File: config.mk
export PLATFORM = sky130hd
export DESIGN_NAME = mul_issue_ctrl
export DESIGN_NICKNAME = d
export VERILOG_FILES = /design/src/rtl/mul_issue_ctrl_pkg.sv /design/src/rtl/mul_issue_ctrl.sv
export SDC_FILE = /design/constraint.sdc
export NUM_CORES = 1
export LEC_CHECK = 0
export ABC_AREA = 1
export CELL_PAD_IN_SITES_DETAIL_PLACEMENT = 1
export CELL_PAD_IN_SITES_GLOBAL_PLACEMENT = 1
export CORE_MARGIN = 2
export CORE_UTILIZATION = 33
export DETAILED_ROUTE_END_ITERATION = 8
export PLACE_DENSITY_LB_ADDON = 0.1
export SETUP_SLACK_MARGIN = 0.1
export SLEW_MARGIN = 20
export SYNTH_ARGS = -nofsm -noshare
export SYNTH_HDL_FRONTEND = slang
export SYNTH_SLANG_ARGS = --single-unit
export TNS_END_PERCENT = 50
File: constraint.sdc
create_clock -name clk -period 4.2 [get_ports clk]
set_clock_uncertainty 0.05 [all_clocks]
set_input_delay 0.63 -clock clk [delete_from_list [all_inputs] [get_ports clk]]
set_output_delay 0.63 -clock clk [all_outputs]
set_load 0.1 [all_outputs]
File: src/rtl/mul_issue_ctrl_pkg.sv
// Shared definitions for the EX-stage multiplier issue controller.
package mul_issue_ctrl_pkg;

  localparam int unsigned MulDataW   = 32;
  localparam int unsigned MulTimeout = 64;

  typedef logic [1:0] mul_state_t;

  localparam mul_state_t StIdle  = 2'd0;
  localparam mul_state_t StBusy  = 2'd1;
  localparam mul_state_t StDone  = 2'd2;
  localparam mul_state_t StAbort = 2'd3;

endpackage

File: src/rtl/mul_issue_ctrl.sv
// EX-stage initiator for the multicycle multiplier: issues MULT/MULTU, stalls while it runs,
// captures HI/LO, and annuls the operation on a pipeline flush.
module mul_issue_ctrl
  import mul_issue_ctrl_pkg::*;
#(
  parameter int unsigned DATA_W  = MulDataW,
  parameter int unsigned TIMEOUT = MulTimeout
) (
  input  logic                clk,
  input  logic                resetn,
  input  logic                ex_valid_i,
  input  logic                ex_mul_i,
  input  logic                ex_signed_i,
  input  logic [DATA_W-1:0]   ex_rs_i,
  input  logic [DATA_W-1:0]   ex_rt_i,
  input  logic                ex_adv_i,
  input  logic                flush_i,
  output logic [DATA_W-1:0]   mul_opdata1_o,
  output logic [DATA_W-1:0]   mul_opdata2_o,
  output logic                mul_signed_o,
  output logic                mul_start_o,
  output logic                mul_annul_o,
  input  logic [2*DATA_W-1:0] mul_result_i,
  input  logic                mul_ready_i,
  output logic                stall_o,
  output logic                res_valid_o,
  output logic [DATA_W-1:0]   res_hi_o,
  output logic [DATA_W-1:0]   res_lo_o,
  output logic                err_o
);

  localparam logic [7:0] TimeoutCnt = TIMEOUT[7:0];

  mul_state_t        state_q, state_d;
  logic [DATA_W-1:0] op1_q, op1_d;
  logic [DATA_W-1:0] op2_q, op2_d;
  logic              signed_q, signed_d;
  logic              start_q, start_d;
  logic              annul_q, annul_d;
  logic              res_valid_q, res_valid_d;
  logic [DATA_W-1:0] res_hi_q, res_hi_d;
  logic [DATA_W-1:0] res_lo_q, res_lo_d;
  logic              err_q, err_d;
  logic [7:0]        cnt_q, cnt_d;
  logic              req;

  assign req = ex_valid_i & ex_mul_i & ~flush_i;

  always_comb begin
    state_d     = state_q;
    op1_d       = op1_q;
    op2_d       = op2_q;
    signed_d    = signed_q;
    start_d     = start_q;
    annul_d     = annul_q;
    res_valid_d = res_valid_q;
    res_hi_d    = res_hi_q;
    res_lo_d    = res_lo_q;
    err_d       = err_q;
    cnt_d       = cnt_q;
    stall_o     = 1'b0;

    unique case (state_q)
      StIdle: begin
        stall_o = req;
        if (req) begin
          op1_d    = ex_rs_i;
          op2_d    = ex_rt_i;
          signed_d = ex_signed_i;
          start_d  = 1'b1;
          cnt_d    = 8'd0;
          state_d  = StBusy;
        end
      end
      StBusy: begin
        stall_o = 1'b1;
        if (flush_i) begin
          start_d = 1'b0;
          annul_d = 1'b1;
          state_d = StAbort;
        end else if (mul_ready_i) begin
          res_hi_d    = mul_result_i[2*DATA_W-1:DATA_W];
          res_lo_d    = mul_result_i[DATA_W-1:0];
          res_valid_d = 1'b1;
          start_d     = 1'b0;
          state_d     = StDone;
        end else begin
          // Counter holds completed BUSY cycles and saturates at the limit.
          if (cnt_q != TimeoutCnt) begin
            cnt_d = cnt_q + 8'd1;
          end
          if (cnt_d == TimeoutCnt) begin
            err_d = 1'b1;
          end
        end
      end
      StDone: begin
        // Hold the result until EX advances so a stalled MUL is never reissued.
        if (ex_adv_i | flush_i) begin
          res_valid_d = 1'b0;
          state_d     = StIdle;
        end
      end
      StAbort: begin
        stall_o = ex_valid_i & ex_mul_i;
        annul_d = 1'b0;
        state_d = StIdle;
      end
      default: begin
        state_d = StIdle;
      end
    endcase
  end

  always_ff @(posedge clk or negedge resetn) begin
    if (!resetn) begin
      state_q     <= StIdle;
      op1_q       <= '0;
      op2_q       <= '0;
      signed_q    <= 1'b0;
      start_q     <= 1'b0;
      annul_q     <= 1'b0;
      res_valid_q <= 1'b0;
      res_hi_q    <= '0;
      res_lo_q    <= '0;
      err_q       <= 1'b0;
      cnt_q       <= 8'd0;
    end else begin
      state_q     <= state_d;
      op1_q       <= op1_d;
      op2_q       <= op2_d;
      signed_q    <= signed_d;
      start_q     <= start_d;
      annul_q     <= annul_d;
      res_valid_q <= res_valid_d;
      res_hi_q    <= res_hi_d;
      res_lo_q    <= res_lo_d;
      err_q       <= err_d;
      cnt_q       <= cnt_d;
    end
  end

  assign mul_opdata1_o = op1_q;
  assign mul_opdata2_o = op2_q;
  assign mul_signed_o  = signed_q;
  assign mul_start_o   = start_q;
  assign mul_annul_o   = annul_q;
  assign res_valid_o   = res_valid_q;
  assign res_hi_o      = res_hi_q;
  assign res_lo_o      = res_lo_q;
  assign err_o         = err_q;

endmodule

# Word-level counts from Yosys, hierarchy flattened
# Index checks and enable logic that the tools add are counted.
# totals
register_bits	143
latchBits	0
ramBits	0
rom_bits	0
input_bits	136
out_inout_bits	134
elab_cells	65
memories	0
# op_classes
n_addsub	1
n_mul	0
n_div	0
magnitude_cmp	0
n_eq_ne	12
shifts	0
n_mux	24
bitwise_logic	5
reduce_logical	12
# ops
cell	count
2-to-1 mux 8 bit	7
case mux 8 bit (2 select lines)	1
inequality test 2 bit (second input constant)	6
AND reduction 4 bit	3
AND reduction 3 bit	3
adder 8 x 1 -> 8 bit (second input constant)	1
equality test 8 x 7 -> 1 bit (second input constant)	1
2-to-1 mux 2 bit	4
inequality test 8 x 7 -> 1 bit (second input constant)	1
case mux 2 bit (4 select lines)	1
2-to-1 mux 1 bit	7
case mux 1 bit (2 select lines)	3
nonzero test 2 bit	3
equality test 2 bit (second input constant)	2
AND reduction 2 bit	2
inequality test 3 bit (second input constant)	1
case mux 1 bit (3 select lines)	1
bitwise AND 1 bit	2
equality test 2 x 1 -> 1 bit (second input constant)	1
zero test 2 bit	1
NOT 1 bit	2
OR 1 bit	1

# Depth between registers and ports, before layout
# logic_depth
word_depth	8
depth_mapped	10
ltp_nobuf	10

# Worst setup path before layout
# No wires, ideal clock.
# synth_timing
kind	in2out
startpoint	in ex_valid_i
endpoint	out stall_o
arrival_time_ps	1896
required_ps	3520
slack_ps	1624
cell_stages	7
path_buffers	1
cell_sequence	nand2_1 nor2_1 nand2_1 inv_1 clkbuf_1 nor2_1 inv_1
# synth_via
elab_chain_len	3
# synth_rtl
element	line	rtl
from (decl)	mul_issue_ctrl.sv:11	input logic ex_valid_i,
bitwise AND 1 bit *	mul_issue_ctrl.sv:47, mul_issue_ctrl.sv:105	
bitwise AND 1 bit	mul_issue_ctrl.sv:47	assign req = ex_valid_i & ex_mul_i & ~flush_i;
case mux 1 bit (3 select lines) *	mul_issue_ctrl.sv:63	unique case (state_q)
to (decl)	mul_issue_ctrl.sv:25	output logic stall_o,
# Mark *: on every way between the ends. The rest lies on a longest branch, timed or not.

# Worst setup path in the final report
# layout_timing
startpoint	reg res_lo_q[26], in the netlist res_lo_o[26]
endpoint	out res_lo_o[26]
# layout_lines
element	line	rtl
from (decl)	mul_issue_ctrl.sv:42	logic [DATA_W-1:0] res_lo_q, res_lo_d;
from (signal assigned)	mul_issue_ctrl.sv:137	res_lo_q <= res_lo_d;
to (decl)	mul_issue_ctrl.sv:28	output logic [DATA_W-1:0] res_lo_o,
# No word-level cell between the ends.

==> key figures <==
Critical path
  – Worst r2r dst: cnt_q[0]
  – Worst setup EP type: output pin
  – Cell with the largest stage delay on the worst path: clkdlybuf4s50_1
  – R2r worst-path depth: 5
  – CP Cell Sequence: clkdlybuf4s50_1
  – CP delay by family, top: buffers and inverters
  – Critical Path RT: between 3 and 4 ns
  – Worst setup path category: flip-flop to output pin
  – CP startpoint kind: flip-flop
  – Reg2Reg Setup Slack: roughly 2.1 ns
  – R2R Path Start: state_q[1]
  – Crit Path Max Fanout: 2
  – CP peak stage delay: approximately 1.2 ns
  – Worst path bufs/invs: 1
  – Crit path DAT: roughly 2.0 ns

Clock network
  – Reg clk slew, reported paths: ~0.06 ns
  – H-tree lvl count: 4
  – CTS tree: done
  – Clk_lat worst skew: between 0.4 and 0.5 ns
  – Hold buffers post-CTS: 0
  – Root buffer selected by CTS: clkbuf_16
  – Clock sink total: around 140
  – Clk buf depth: 2
  – Post-CTS resize count: 0
  – CTS Buf Count: 17
  – Post-CTS Setup Inserts: 0

Finish
  – Ant diodes: 0
  – FILL cells: roughly 1,800
  – Area of the multi-input gates: between 2000 and 2500 µm²
  – Commonest non-fill, non-tap cell in the layout: clkdlybuf4s50_1
  – Final Net Count: 920
  – Ratio of cells with drive above 1 in the final layout: 0.131
  – Most frequent cells in the layout: clkdlybuf4s50_1 (267), nand2_1 (218), dfrtp_1 (143)
  – Reg area: 3580 µm²
  – Area delta synth->final: 60.4%

Routing
  – DRC: 0
  – Vias: between 4,000 and 5,000
  – Final wirelength: between 15,000 and 20,000 µm
  – Via density: around 4.6
  – DRT iter0 DRCs: between 150 and 200
  – Routed WL per cell: ~17 µm
  – Antenna viol nets, final: 0
  – Drt pass-1 iters: 4

Synthesis
  – Seq cells post-synth: about 140
  – Post-synth top area share: 0.619
  – Syn avg cell area: between 10 and 15 µm²
  – Synth Warn #: 0
  – Post-synthesis cell area: 5780 µm²
  – Synthesized instance count: 510
  – Syn nets: 648
  – Post-synthesis sequential area ratio: 0.619
  – Synth area leader: dfrtp_1
  – Synth area leaders: dfrtp_1 (62%), nand2_1 (14%), mux2_4 (13%)
  – Number of distinct library cells after synthesis: 22

Floorplan
  – FP Rows: 48
  – IO Pins: 270
  – Core area: 17,200 µm²
  – Die area: 18,600 µm²
  – Die width: around 140 µm
  – DIE HEIGHT: approximately 140 µm
  – Initial Util: 0.336

Global route
  – Global-route wire length before repair: roughly 27,000 µm
  – Largest net degree at the start of global routing: 84
  – Global route total overflow: 0
  – Vias in the first global route: between 5,000 and 6,000
  – Total GRT Usage: 0.191
  – Initial antenna violation count: 0

Place
  – RD Place Congestion: ~0.77
  – Number of buffers added on ports: 269
  – Post-DP HPWL: about 13,000 µm

STA
  – Fmax: 376 MHz
  – Tcrit/Tclk final: 0.633
  – Worst slew pin tran: roughly 1.0 ns
  – TNS Setup: 0 ns
  – Max-slew violation count: 0
  – Unrepaired setup endpoints after global routing: no
  – Relative slew slack: 0.300
  – Crit path time final: 2.66 ns
  – Final setup viols: 0
  – Hold Vio Cnt, Final: 0

Outcome
  – Status: complete, no violations

Flow run
  – Max-Cap Viols: 0

Min path
  – HP Class: input port to async pin
==> cell type report <==
class | instances | share of cell area
clock inverters | 11 | 0.0153
inverters | 16 | 0.00648
multi-input cells | 330 | 0.216
clock buffers | 20 | 0.0482
well taps | 225 | 0.0304
flip-flops and latches | 143 | 0.386
repair buffers | 274 | 0.297
==> how the worst max path moves through the flow <==
| stage | cells after the start | from | slack, ns | to |
|---|---|---|---|---|
| final | 1 | res_lo_o[26] | 1.54 | res_lo_o[26] |
| after global routing | 1 | mul_opdata2_o[10] | 1.49 | mul_opdata2_o[10] |
| after CTS | 1 | res_lo_o[26] | 1.51 | res_lo_o[26] |
| after detailed placement | 6 | flush_i | 1.40 | cnt_q[0] |
| after global placement | 6 | flush_i | 1.53 | cnt_q[4] |
| after floorplan | 7 | ex_valid_i | 1.62 | stall_o |
==> state kept, by name, summed over array words and instances (netlist names) <==
register,flops
mul_opdata2_o,32
mul_start_o,1
mul_opdata1_o,32
cnt_q,8
res_hi_o,32
res_valid_o,1
res_lo_o,32
mul_signed_o,1
err_o,1
mul_annul_o,1
state_q,2
==> cell families after synthesis <==
| logic type | synth area share |
|---|---|
| XOR/XNOR | 0.00606 |
| AO/OA/AOI/OAI | 0.0165 |
| multiplexers | 0.157 |
| adder cells (fa/ha/maj) | 0.00433 |
| buffers and inverters | 0.0342 |
| flip-flops | 0.619 |
| AND/OR/NAND/NOR | 0.163 |
==> routing by layer <==
| metal | vias to the layer above | GRT usage | wire length [µm] |
|---|---|---|---|
| met5 | - | 0 | 0 |
| met4 | 0 | 0.0718 | 341 |
| met3 | 25 | 0.0962 | 2080 |
| met2 | 200 | 0.304 | 8330 |
| met1 | 2271 | 0.220 | 6900 |
| li1 | 2159 | - | - |
==> synth_stat cells <==
cell type	n
xor2_1	4
nand3_1	7
buf_2	11
o31ai_1	1
nand4_1	2
inv_1	15
a21oi_1	5
nand2_1	219
ha_1	2
nand3b_1	1
mux2_4	49
nor2_1	14
o21a_1	1
a32oi_1	1
buf_6	6
inv_2	1
clkbuf_1	4
nor2_4	1
o22ai_1	5
dfrtp_1	143
o21ai_0	3
mux2_2	15
==> stage by stage <==
stage | utilization | std cells | worst slack [ns] | cell area (µm²) | hold WS (ns)
finish | 0.539 | 1019 | 1.54 | 9270 | 0.200
global route | 0.539 | 1019 | 1.49 | 9270 | 0.263
CTS | 0.539 | 1019 | 1.51 | 9270 | 0.240
detailed placement | 0.505 | 988 | 1.40 | 8680 | 0.413
global placement | 0.505 | 988 | 1.53 | 8680 | 0.409
floorplan | - | 510 | 1.62 | 5780 | 0.284
Power is left out: the tool's default activity adds up to more than one toggle a clock period on the data nets, which glitch-free logic cannot reach.
